`src/rtl/fade_pkg.sv`:
```
`default_nettype none
// ============================================================================
// Module  : fade_pkg
// Purpose : Shared state encoding, widths and brightness curve for the
//           fade ramp controller.
// Rev     : 1.0  initial release
// ============================================================================
package fade_pkg;

  // State encoding is visible on the State port, so the values are fixed.
  typedef enum logic [1:0] {
    ST_IDLE = 2'd0,
    ST_RISE = 2'd1,
    ST_HOLD = 2'd2,
    ST_FALL = 2'd3
  } fade_state_t;

  localparam int LUT_DEPTH = 32;
  localparam int IDX_W     = 5;
  localparam int DUTY_W    = 8;
  localparam int RATE_W    = 4;

  localparam logic [IDX_W-1:0] IDX_MIN = 5'd0;
  localparam logic [IDX_W-1:0] IDX_MAX = 5'd31;

  // Roughly quadratic (perceptual) brightness curve, strictly increasing so
  // every step produces a visible duty change. Entry 0 sits in the low byte.
  localparam logic [LUT_DEPTH*DUTY_W-1:0] LUT_DATA = {
    8'd255, 8'd239, 8'd223, 8'd208, 8'd193, 8'd179, 8'd166, 8'd153,
    8'd140, 8'd128, 8'd117, 8'd106, 8'd96,  8'd86,  8'd77,  8'd68,
    8'd60,  8'd52,  8'd45,  8'd38,  8'd32,  8'd27,  8'd21,  8'd17,
    8'd13,  8'd10,  8'd7,   8'd4,   8'd3,   8'd2,   8'd1,   8'd0
  };

  // Extract one curve entry by index.
  function automatic logic [DUTY_W-1:0] lut_entry(input logic [IDX_W-1:0] idx);
    return LUT_DATA[int'(idx)*DUTY_W +: DUTY_W];
  endfunction

endpackage
`default_nettype wire

```
`src/rtl/fade_lut.sv`:
```
`default_nettype none
// ============================================================================
// Module  : fade_lut
// Purpose : Combinational 32-entry brightness lookup (5-bit address, 8-bit
//           duty).
// Rev     : 1.0  initial release
// ============================================================================
module fade_lut
  import fade_pkg::*;
(
  input  logic [IDX_W-1:0]  addr,
  output logic [DUTY_W-1:0] data
);

  // Pure table read; no state.
  always_comb begin
    data = lut_entry(addr);
  end

endmodule
`default_nettype wire

```
`src/rtl/fade_ramp_ctrl.sv`:
```
`default_nettype none
// ============================================================================
// Module  : fade_ramp_ctrl
// Purpose : LED fade sequencer. Ramps a PWM duty up the brightness curve,
//           holds at full brightness, ramps back down, then loops or stops.
//           Duty only changes on the PWM wrap (Q == 255) so each new value
//           is used for a whole PWM period starting at Q == 0.
// Rev     : 1.0  initial release
// ============================================================================
module fade_ramp_ctrl
  import fade_pkg::*;
#(
  parameter int HOLD_PERIODS = 64,
  parameter bit LOOP_EN      = 1'b1
) (
  input  logic              Clock,
  input  logic              Resetn,
  input  logic              Start,
  input  logic              Stop,
  input  logic [RATE_W-1:0] Rate,
  input  logic [DUTY_W-1:0] Q,
  output logic [DUTY_W-1:0] Duty,
  output logic [1:0]        State,
  output logic              Busy,
  output logic              Done
);

  // A zero hold length is treated as one period so the FSM cannot stall.
  localparam int HOLD_N = (HOLD_PERIODS < 1) ? 1 : HOLD_PERIODS;
  localparam int HOLD_W = (HOLD_N > 1) ? $clog2(HOLD_N) : 1;
  localparam logic [HOLD_W-1:0] HOLD_LAST = HOLD_W'(HOLD_N - 1);

  fade_state_t         state;
  logic [IDX_W-1:0]    idx;
  logic [RATE_W-1:0]   per_cnt;
  // The 4-bit period counter cannot reach large hold lengths, so the hold
  // phase keeps its own wrap counter sized from HOLD_PERIODS.
  logic [HOLD_W-1:0]   hold_cnt;
  logic [DUTY_W-1:0]   duty;
  logic                busy;
  logic                done;

  logic                wrap;
  logic [RATE_W-1:0]   div;
  logic [RATE_W:0]     per_next;
  logic                step;
  logic [IDX_W-1:0]    idx_up;
  logic [IDX_W-1:0]    idx_dn;
  logic [IDX_W-1:0]    lut_addr;
  logic [DUTY_W-1:0]   lut_data;

  assign wrap     = (Q == 8'd255);
  assign div      = (Rate == '0) ? 4'd1 : Rate;
  assign per_next = {1'b0, per_cnt} + 5'd1;
  // ">=" rather than "==" so that lowering Rate below the current count
  // still steps on the very next wrap instead of running the counter away.
  assign step     = wrap && (per_next >= {1'b0, div});

  // Saturating neighbours keep the index inside the table at both ends.
  assign idx_up = (idx == IDX_MAX) ? idx : idx + 5'd1;
  assign idx_dn = (idx == IDX_MIN) ? idx : idx - 5'd1;

  // Look up the value the next step will load, depending on ramp direction.
  always_comb begin
    lut_addr = idx;
    case (state)
      ST_IDLE: lut_addr = IDX_MIN;
      ST_RISE: lut_addr = idx_up;
      ST_FALL: lut_addr = idx_dn;
      default: lut_addr = idx;
    endcase
  end

  fade_lut u_lut (
    .addr (lut_addr),
    .data (lut_data)
  );

  // Sequencer FSM with its index/period counters and registered outputs.
  always_ff @(posedge Clock or negedge Resetn) begin
    if (!Resetn) begin
      state    <= ST_IDLE;
      idx      <= IDX_MIN;
      per_cnt  <= '0;
      hold_cnt <= '0;
      duty     <= '0;
      busy     <= 1'b0;
      done     <= 1'b0;
    end else if (Stop) begin
      // Abort is immediate and silent: no wrap alignment, no Done.
      state    <= ST_IDLE;
      idx      <= IDX_MIN;
      per_cnt  <= '0;
      hold_cnt <= '0;
      duty     <= '0;
      busy     <= 1'b0;
      done     <= 1'b0;
    end else begin
      done <= 1'b0;
      case (state)
        ST_IDLE: begin
          if (Start) begin
            state    <= ST_RISE;
            idx      <= IDX_MIN;
            per_cnt  <= '0;
            hold_cnt <= '0;
            duty     <= lut_data;
            busy     <= 1'b1;
          end
        end

        ST_RISE: begin
          if (wrap) begin
            if (step) begin
              per_cnt <= '0;
              idx     <= idx_up;
              duty    <= lut_data;
              if (idx_up == IDX_MAX) begin
                state    <= ST_HOLD;
                hold_cnt <= '0;
              end
            end else begin
              per_cnt <= per_next[RATE_W-1:0];
            end
          end
        end

        ST_HOLD: begin
          if (wrap) begin
            if (hold_cnt == HOLD_LAST) begin
              // Duty stays at full brightness; the first fall step comes
              // a full Rate interval later.
              state    <= ST_FALL;
              per_cnt  <= '0;
              hold_cnt <= '0;
            end else begin
              hold_cnt <= hold_cnt + HOLD_W'(1);
            end
          end
        end

        ST_FALL: begin
          if (wrap) begin
            if (step) begin
              per_cnt <= '0;
              idx     <= idx_dn;
              duty    <= lut_data;
              if (idx_dn == IDX_MIN) begin
                if (LOOP_EN) begin
                  state <= ST_RISE;
                end else begin
                  state <= ST_IDLE;
                  busy  <= 1'b0;
                  done  <= 1'b1;
                end
              end
            end else begin
              per_cnt <= per_next[RATE_W-1:0];
            end
          end
        end

        default: begin
          state <= ST_IDLE;
          busy  <= 1'b0;
        end
      endcase
    end
  end

  assign Duty  = duty;
  assign State = state;
  assign Busy  = busy;
  assign Done  = done;

endmodule
`default_nettype wire

```
`config.mk`:
```
export PLATFORM = sky130hd
export DESIGN_NAME = fade_ramp_ctrl
export DESIGN_NICKNAME = d
export VERILOG_FILES = /design/src/rtl/fade_pkg.sv /design/src/rtl/fade_lut.sv /design/src/rtl/fade_ramp_ctrl.sv
export SDC_FILE = /design/constraint.sdc
export NUM_CORES = 1
export LEC_CHECK = 0
export CORE_MARGIN = 1
export CORE_UTILIZATION = 40
export CTS_CLUSTER_SIZE = 24
export DETAILED_ROUTE_END_ITERATION = 10
export HOLD_SLACK_MARGIN = 0.12
export PLACE_DENSITY_LB_ADDON = 0.3
export SKIP_LAST_GASP = 1
export SYNTH_ARGS = -nofsm -noshare
export SYNTH_HDL_FRONTEND = slang
export SYNTH_HIERARCHICAL = 1
export SYNTH_SLANG_ARGS = --single-unit
```
`constraint.sdc`:
```
create_clock -name Clock -period 6.97 [get_ports Clock]
set_clock_uncertainty 0.1 [all_clocks]
set_input_delay 1.0455 -clock Clock [delete_from_list [all_inputs] [get_ports Clock]]
set_output_delay 1.0455 -clock Clock [all_outputs]
set_load 0.1 [all_outputs]
```
=== Word level (Yosys, flattened, before mapping) ===
Cells that the tools add are included.

* Add/sub/neg operators: 4
* Order comparisons: 1
* Equality and inequality tests: 18
* Shift operators: 1
* Mux-type cells: 45
* Reductions and logical operators: 17

{| class="wikitable"
|+ Operators with widths
! operator !! number
|-
| indexed part select 256 x 9 -> 8 bit, first input constant || 1
|-
| two-way mux 6 bit || 7
|-
| two-way mux 5 bit || 8
|-
| two-way mux 8 bit || 4
|-
| case mux 5 bit (3 select lines) || 2
|-
| two-way mux 4 bit || 7
|-
| inequality test 3 bit, second input constant || 9
|-
| two-way mux 2 bit || 10
|-
| case mux 6 bit (3 select lines) || 1
|-
| case mux 8 bit (2 select lines) || 1
|-
| case mux 4 bit (3 select lines) || 1
|-
| AND reduction 6 bit || 2
|-
| equality test 5 bit, second input constant || 2
|-
| logical NOT 5 bit || 2
|-
| AND reduction 9 bit || 1
|-
| equality test 8 bit, second input constant || 1
|-
| case mux 2 bit (4 select lines) || 1
|-
| AND reduction 4 bit || 2
|-
| nonzero test 4 bit || 2
|-
| adder 6 x 1 -> 6 bit, second input constant || 1
|-
| equality test 6 bit, second input constant || 1
|-
| inequality test 3 x 1 -> 1 bit, second input constant || 2
|-
| adder 4 x 1 -> 5 bit, second input constant || 1
|-
| adder 5 x 1 -> 5 bit, second input constant || 1
|-
| 12 further kinds || 16
|}

* Register bits after elaboration: 26
* Bits of input ports: 16
* Output and inout bits: 12
* Word-level logic and storage cells: 92

=== Depth between registers and ports, before layout ===
Gate-level depths: netlist (run 1).

* Depth in word-level cells: 8
* Mapped depth: 16

=== Hierarchy ===
The synthesis (run 1) kept the hierarchy.

{| class="wikitable"
|+ By module, submodules not included
! module !! instances !! cells each !! area each (µm²)
|-
| fade_ramp_ctrl || 1 || 222 || 2,001.9
|-
| fade_lut || 1 || 56 || 412.9
|}

=== Least setup slack after synthesis (run 1) ===
No wires, ideal clock.

* Kind: register to register
* From: register state[0] (netlist: State[0])
* To: register duty[3] (netlist: Duty[3])
* Data arrival time: 4,043 ps
* Required time: 6,745 ps
* Slack: 2,701 ps
* Cell stages (with the launch flop): 15
* Period minus slack after synthesis: 4,269 ps
* Cell sequence: dfrtp_1 -> ha_1 -> buf_2 -> and4_1 -> nand2_1 -> nand2_1 -> a21oi_1 -> o21ai_0 -> inv_1 -> ha_1 -> nor2b_1 -> a21o_1 -> mux4_2 -> nor2b_1 -> mux2_2

* Longest elaborated chain between the ends: 7
* Elaborated cells on any way between the ends: 16

{| class="wikitable"
|+ Ends and longest elaborated chain
! item !! RTL line !! text
|-
| start: declaration || fade_ramp_ctrl.sv:33 || <nowiki>fade_state_t state;</nowiki>
|-
| start signal: assignment || fade_ramp_ctrl.sv:82 || <nowiki>state <= ST_IDLE;</nowiki>
|-
| start signal: assignment || fade_ramp_ctrl.sv:91 || <nowiki>state <= ST_IDLE;</nowiki>
|-
| start signal: assignment || fade_ramp_ctrl.sv:103 || <nowiki>state <= ST_RISE;</nowiki>
|-
| equality test 2 bit (tied with other cells) || fade_ramp_ctrl.sv:66 || <nowiki>case (state)</nowiki>
|-
| case mux 5 bit (3 select lines) * || fade_ramp_ctrl.sv:66 ||
|-
| net lut_addr[0] || fade_ramp_ctrl.sv:49 || <nowiki>logic [IDX_W-1:0] lut_addr;</nowiki>
|-
| indexed part select 256 x 9 -> 8 bit * || fade_pkg.sv:37 || <nowiki>return LUT_DATA[int'(idx)*DUTY_W +: DUTY_W];</nowiki>
|-
| net lut_data[3] || fade_ramp_ctrl.sv:50 || <nowiki>logic [DUTY_W-1:0] lut_data;</nowiki>
|-
| two-way mux 8 bit || fade_ramp_ctrl.sv:114, fade_ramp_ctrl.sv:144 ||
|-
| two-way mux 8 bit || fade_ramp_ctrl.sv:113 || <nowiki>if (wrap) begin</nowiki>
|-
| case mux 8 bit (2 select lines) * || fade_ramp_ctrl.sv:100 || <nowiki>case (state)</nowiki>
|-
| two-way mux 8 bit * || fade_ramp_ctrl.sv:89 || <nowiki>end else if (Stop) begin</nowiki>
|-
| end signal: assignment || fade_ramp_ctrl.sv:107 || <nowiki>duty <= lut_data;</nowiki>
|-
| end signal: assignment || fade_ramp_ctrl.sv:117 || <nowiki>duty <= lut_data;</nowiki>
|-
| end signal: assignment || fade_ramp_ctrl.sv:147 || <nowiki>duty <= lut_data;</nowiki>
|-
| end: declaration || fade_ramp_ctrl.sv:39 || <nowiki>logic [DUTY_W-1:0] duty;</nowiki>
|}

Mark *: on every way through the listed nets, which the timed path passes. The rest lies on a longest branch. The select of a mux whose other input is x is not followed.
A chain may end at the register's enable or synchronous reset.

=== Worst setup path after layout (run 1) ===
* From: register idx[0]
* To: register duty[3] (netlist: Duty[3])

* Longest elaborated chain between the ends: 8
* Elaborated cells on any way between the ends: 13

{| class="wikitable"
|+ Ends and longest elaborated chain
! item !! RTL line !! text
|-
| start: declaration || fade_ramp_ctrl.sv:34 || <nowiki>logic [IDX_W-1:0] idx;</nowiki>
|-
| start signal: assignment || fade_ramp_ctrl.sv:116 || <nowiki>idx <= idx_up;</nowiki>
|-
| start signal: assignment || fade_ramp_ctrl.sv:146 || <nowiki>idx <= idx_dn;</nowiki>
|-
| subtractor 5 x 1 -> 5 bit (tied with other cells) || fade_ramp_ctrl.sv:61 || <nowiki>assign idx_dn = (idx == IDX_MIN) ? idx : idx - 5'd1;</nowiki>
|-
| two-way mux 5 bit, on equally long branches || fade_ramp_ctrl.sv:61, fade_ramp_ctrl.sv:60 ||
|-
| case mux 5 bit (3 select lines) * || fade_ramp_ctrl.sv:66 ||
|-
| net lut_addr[1] || fade_ramp_ctrl.sv:49 ||
|-
| indexed part select 256 x 9 -> 8 bit * || fade_pkg.sv:37 ||
|-
| net lut_data[3] || fade_ramp_ctrl.sv:50 ||
|-
| two-way mux 8 bit || fade_ramp_ctrl.sv:114, fade_ramp_ctrl.sv:144 ||
|-
| two-way mux 8 bit || fade_ramp_ctrl.sv:113 ||
|-
| case mux 8 bit (2 select lines) * || fade_ramp_ctrl.sv:100 ||
|-
| two-way mux 8 bit * || fade_ramp_ctrl.sv:89 ||
|}

Marked as above.

==> flow_metrics.py, run 1 <==
metrics = {
    "run_status": {
        "status": "finished clean",
    },
    "drt": {
        "routed_via_density": 5.76,
        "ant_nets": 0,
        "wl_per_cell_um": 14.7,
        "drt-total-wl_mm": 5.40,
        "vias": 2118,
        "drc": 0,
        "first_pass_iters": 4,
        "drt_iter0_drc": 190,
    },
    "logic_synthesis": {
        "synth_xor_area_share_pct": 0.725,
        "syn_nets": 314,
        "ys_types": 58,
        "yosysWarnings": 6,
        "synthTopCellsByArea": "dfrtp_1 27%, ha_1 10%, mux2_2 6.5%, nor2_1 3.6%, o21ai_0 3.5%",
        "synth_common_cells": "26 x dfrtp_1, 23 x nor2_1, 20 x ha_1, 17 x nand2_1, 17 x o21ai_0",
        "synth-seq-area-share_pct": 26.9,
        "synth_edf_count": 0,
        "synth-adder-area-share_pct": 10.4,
        "synth_compound_area_share_pct": 22.6,
        "yosysMostFrequentCell": "dfrtp_1",
        "async_reset_ff_share_pct": 100,
        "synth_top_family_by_area": "simple AND/OR/NAND/NOR gates",
        "yosys.area_share.simple_pct": 22.9,
        "synth_area_sq_um": 2410,
        "synth_top_area_share_pct": 26.9,
        "avgSynthCellArea_sq_um": 8.69,
        "synth-main-ff-cell": "dfrtp_1",
        "synth_top_area_cell": "dfrtp_1",
        "netlist_instances": 278,
        "ys_seq_elements": 26,
        "synthMuxAreaShare_pct": 10.2,
    },
    "timing": {
        "post-route-period-util_pct": 59.7,
        "fmax_mhz": 240,
        "setup_viol": 0,
        "hold_viol": 0,
        "setup_tns_ns": 0,
        "fin_crit_ns": 4.16,
        "slew_headroom_pct": 34.0,
        "max_slew.worst_pin.slew_ns": 0.962,
        "rsz0062_at_grt": "no",
        "slew_viol_final": 0,
    },
    "placement": {
        "gp_congestion": 0.879,
        "port_buffers": 26,
        "dp_hpwl_mm": 3.92,
    },
    "worst_setup_path": {
        "start_kind": "flop",
        "timing.critical_path.cells": "inv_1, ha_1, nor4b_4, nand2b_1, o21ai_0, a21o_1, nor2_1, a21oi_1, inv_1, ha_1, a21oi_1, mux4_2, nor2b_1, mux2_2",
        "worstSetupPathType": "reg -> reg",
        "end_kind": "flop",
        "max_stage_delay_ns": 0.62,
        "required_ns": 7.04,
        "crit_arrival_ns": 4.23,
        "slowest_stage": "a21oi_1",
        "cp_max_fo": 13,
    },
    "clocking": {
        "clock_latency_ns": 0.27,
        "cts_hold_buf": 0,
        "post-cts-setup-buffers": 0,
        "ctsResizeCount": 0,
        "htree_levels": 1,
        "cts_sinks": 26,
        "root_buffer": "clkbuf_8",
        "cts_tree": "built",
        "cts_buffers": 3,
        "clk_pin_slew_worst_paths_ns": 0.10,
        "clockBufferDepth": 2,
    },
    "floorplan": {
        "initial_core_util_pct": 42.5,
        "die_w_um": 79.7,
        "dieHeight_um": 79.7,
        "core_area_sq_um": 5680,
        "num_rows": 27,
        "die-area_sq_um": 6350,
        "io_pins": 28,
    },
    "hold_path": {
        "min_path_type": "reg -> reg",
    },
    "final_layout": {
        "diodes": 0,
        "fin_util_pct": 48.8,
        "nets": 333,
        "nFillCells": 576,
        "drive_gt1_share_pct": 11.5,
        "syn2layout_area_growth_pct": 14.8,
    },
    "pwr": {
        "power_density_nw_per_um2": 354,
        "max-vdd-ir-drop_mv": 0.270,
        "p_leak_uw": 0.00124,
    },
    "global_routing": {
        "antenna_found_initial": 0,
        "grt_max_degree": 27,
        "grt_pass1_wl_mm": 9.23,
        "grt_overflow_total": 0,
        "track_usage_pct": 18.0,
        "grt_pass1_vias": 1991,
    },
    "job": {
        "cap_violations": 0,
    },
}
path summary, 6_finish.rpt:
path,start,cells after the start,to,slack (ns)
max,idx[0],14,Duty[3],2.81
min,Busy,2,Busy,0.41
max in group asynchronous,Resetn,2,Duty[1],5.47
max reg2reg,idx[0],14,Duty[3],2.81
min reg2reg,Busy,2,Busy,0.41
min in group asynchronous,Resetn,2,per_cnt[1],1.03
kinds of logic after synthesis:
family / Yosys count
adders and majority gates: 20
and+or+nand+nor: 99
AOI/OAI and AO/OA: 78
buffers and inverters: 31
muxes: 21
xor gates and xnor gates: 2
other: 1
DFF: 26
routing by layer:
metal | global-route usage [%] | part of all wire [%]
met1 | 25.1 | 48
met2 | 29.7 | 48
met3 | 2.29 | 3.2
met4 | 3.64 | 0.67
met5 | 0 | 0
layout make-up:
type / count / area [sq um] / area share [%]
Clock buffer: 3 / 41.3 / 1.49
Clock inverter: 1 / 30.0 / 1.08
Inverter: 16 / 60.1 / 2.17
Multi-Input combinational cell: 221 / 1620 / 58.3
Sequential cell: 26 / 651 / 23.5
Tap cell: 72 / 90.1 / 3.25
Timing Repair Buffer: 29 / 283 / 10.2
registers in the layout, indices dropped and copies added, names as in the netlist:
name	cells
Busy	1
Duty	8
State	2
hold_cnt	6
idx	5
per_cnt	4
layout by cell type (no fill, tap or decap), types with 2 or more instances in the layout:
master	n
clkdlybuf4s50_1	26
a31o_2	2
clkbuf_8	3
a221oi_1	2
o31ai_1	5
a21oi_1	12
a21boi_0	3
nand3b_1	4
o22ai_1	3
ha_1	20
and3_1	4
o21ai_0	17
nand3_1	7
mux2_2	14
a2111oi_0	3
nor2b_1	11
buf_4	3
nand2_1	17
nor2_1	23
nor3_1	3
nand2b_1	13
and2_1	2
dfrtp_1	26
nand4_1	5
a211o_1	2
o21a_1	5
mux2i_1	5
inv_1	15
a21o_1	5
a211oi_1	8
power breakdown:
part	internal (uW)	switching, uW
clock network	76.9	52.0
registers	174	31.2
logic	253	395
critical path: cells and delay by family, from the launching register on:
family,cells,cell delay [ns]
AO/OA/AOI/OAI,4,0.98
multiplexers,2,0.74
adder cells (fa/ha/maj),2,0.70
flip-flops,1,0.58
AND/OR/NAND/NOR,4,0.52
buffers and inverters,2,0.43
per-stage QoR:
stage	setup slack [ns]	instance area (sq um)	cells	hold slack (ns)	total power (uW)
6_report	2.81	2770	368	0.409	982
3_5_place_dp	2.85	2700	364	0.391	853
4_1_cts	2.82	2770	368	0.408	989
3_3_place_gp	2.92	2700	364	0.383	847
5_1_grt	2.52	2770	368	0.434	1070
2_1_floorplan	2.70	2410	278	0.370	729
(Power assumes the default switching activity.)
==> run 2, diff against run 1 <==
==> constraint.sdc (replaced) <==
create_clock -name Clock -period 3.6 [get_ports Clock]
set_clock_uncertainty 0.1 [all_clocks]
set_input_delay 0.54 -clock Clock [delete_from_list [all_inputs] [get_ports Clock]]
set_output_delay 0.54 -clock Clock [all_outputs]
set_load 0.1 [all_outputs]
==> run 2 against run 1 <==
Net effect:
- sequential power increased by 90%
- combinational power is 110% higher
- utilization up 1.4 points
- worst setup slack worse by 2.6 ns
- clock power increased by 99%
- via count up 3.2%
- first-iteration DRC count shrank 17%
- die area stayed put
- clock-buffer cell count stayed put
- sequential share of layout area shrank 0.49 points
- cell count increased by 1.9%
- register-to-register slack lost 2.6 ns
- critical path type unchanged
- critical endpoint unchanged
- highest routed layer unchanged
==> flow_metrics.py, run 2 (synthesized netlist as in run 1, its figures left out) <==
metrics = {
    "drt": {
        "routed_via_density": 5.83,
        "drc": 0,
        "drt_iter0_drc": 158,
        "ant_nets": 0,
        "first_pass_iters": 4,
        "vias": 2185,
        "wl_per_cell_um": 14.6,
        "drt-total-wl_mm": 5.47,
    },
    "pwr": {
        "max-vdd-ir-drop_mv": 0.554,
        "power_density_nw_per_um2": 693,
        "p_leak_uw": 0.00128,
    },
    "floorplan": {
        "initial_core_util_pct": 42.5,
        "num_rows": 27,
        "core_area_sq_um": 5680,
        "io_pins": 28,
        "die-area_sq_um": 6350,
        "dieHeight_um": 79.7,
        "die_w_um": 79.7,
    },
    "timing": {
        "fin_crit_ns": 3.38,
        "layout_setup_ws_ns": 0.223,
        "hold_viol": 0,
        "max_slew.worst_pin.slew_ns": 0.977,
        "fmax_mhz": 296,
        "setup_viol": 0,
        "slew_viol_final": 0,
        "post-route-period-util_pct": 93.8,
        "rsz0062_at_grt": "no",
        "setup_tns_ns": 0,
        "slew_headroom_pct": 34.7,
    },
    "worst_setup_path": {
        "r2r_end": "Duty[3]",
        "cp_max_fo": 10,
        "start_kind": "flop",
        "rrSetupSlack_ns": 0.22,
        "rr_startpoint": "idx[0]",
        "end_kind": "flop",
        "worstSetupPathType": "reg -> reg",
        "slowest_stage": "mux4_2",
        "timing.critical_path.cells": "buf_4, ha_1, and4_1, nand2_1, nand2_1, a21oi_1, o21ai_2, inv_1, ha_1, nor2b_1, a21o_1, mux4_2, nor2b_1, mux2_2",
        "max_stage_delay_ns": 0.43,
        "r2r_cells": 14,
        "crit_arrival_ns": 3.46,
        "required_ns": 3.68,
    },
    "global_routing": {
        "use_met1_pct": 25.6,
        "antenna_found_initial": 0,
        "track_usage_pct": 18.3,
        "busiest_layer": "met2",
        "grt_max_degree": 27,
        "grt_pass1_vias": 1978,
        "grt_pass1_wl_mm": 9.26,
        "use_met3_pct": 1.83,
        "met2_usage_pct": 29.6,
        "grt_overflow_total": 0,
    },
    "clocking": {
        "cts_sinks": 26,
        "cts_buffers": 3,
        "cts_tree": "built",
        "htree_levels": 1,
        "clock_latency_ns": 0.28,
        "clockBufferDepth": 2,
        "root_buffer": "clkbuf_8",
        "cts_hold_buf": 0,
        "clk_pin_slew_worst_paths_ns": 0.10,
    },
    "final_layout": {
        "layout_commonest_cell": "clkdlybuf4s50_1",
        "final_cell_mix": "26 x clkdlybuf4s50_1, 24 x dfrtp_1, 23 x nor2_1, 20 x ha_1, 17 x nand2_1",
        "multiInputGateArea_sq_um": 1630,
        "seq_area_sq_um": 656,
        "fin_util_pct": 50.3,
        "drive_gt1_share_pct": 15.5,
        "syn2layout_area_growth_pct": 18.1,
        "largest_reg_flops": 8,
        "diodes": 0,
        "nFillCells": 550,
        "nets": 340,
    },
    "hold_path": {
        "min_path_type": "reg -> reg",
        "min_from": "Busy",
        "whs_endpoint": "Busy",
        "worstHoldPathCells": 2,
    },
    "placement": {
        "dpl_worst_slack_ns": 0.188,
        "dp_hpwl_mm": 3.97,
        "gp_congestion": 0.890,
        "port_buffers": 26,
    },
    "job": {
        "cap_violations": 0,
    },
    "run_status": {
        "status": "finished clean",
    },
}
run 2: changes by cell type in the layout (fill, tap and decap cells not counted), sizes merged:
cell and delta:
buf +7
run 2: area by class of cell:
cell class | instances | share of cell area, %
Sequential cell | 26 | 23.0
Clock buffer | 3 | 1.45
Clock inverter | 1 | 1.05
Multi-Input combinational cell | 221 | 57.1
Inverter | 16 | 2.11
Tap cell | 72 | 3.16
Timing Repair Buffer | 36 | 12.2
run 2: worst max-delay path, delay by kind of cell (launching register included):
| family | cells | cell delay, ns |
|---|---|---|
| compound gates | 3 | 0.51 |
| fa+ha+maj | 2 | 0.54 |
| flops | 1 | 0.40 |
| buf+inv | 2 | 0.31 |
| simple gates | 5 | 0.73 |
| mux | 2 | 0.69 |
run 2: worst max path at each step:
stage / slack [ns] / end / from / cells past startpoint
after floorplan: 0.06 / Duty[3] / State[1] / 15
after global placement: 0.25 / Duty[3] / idx[1] / 15
after detailed placement: 0.19 / Duty[3] / idx[1] / 15
after CTS: 0.17 / Duty[3] / idx[1] / 15
after global routing: 0.03 / Duty[3] / idx[1] / 15
final: 0.22 / Duty[3] / idx[0] / 14
run 2: what timing repair did:
item                       CTS  global route
gates resized for setup      0             2
setup buffers                0             0
setup endpoints to repair    0             2
hold endpoints to repair     0             0
run 2: per-layer routing:
metal	wire, um	part of all wire (%)
met1	2670	49
met5	0	0
met3	217	4.0
met2	2520	46
met4	72	1.3
run 2: metrics by stage:
step	std cells	hold slack (ns)	cell area [sq um]	total power (uW)
after CTS	375	0.409	2850	1980
after global placement	371	0.379	2780	1700
after global routing	375	0.435	2850	2140
after floorplan	278	0.144	2430	1420
after detailed placement	371	0.383	2780	1710
final	375	0.402	2850	1980
run 2: report_power, final:
| part | switching [uW] | total [uW] | internal, uW |
|---|---|---|---|
| Combinational | 789 | 1330 | 540 |
| Clock | 108 | 257 | 149 |
| Sequential | 50.1 | 392 | 342 |
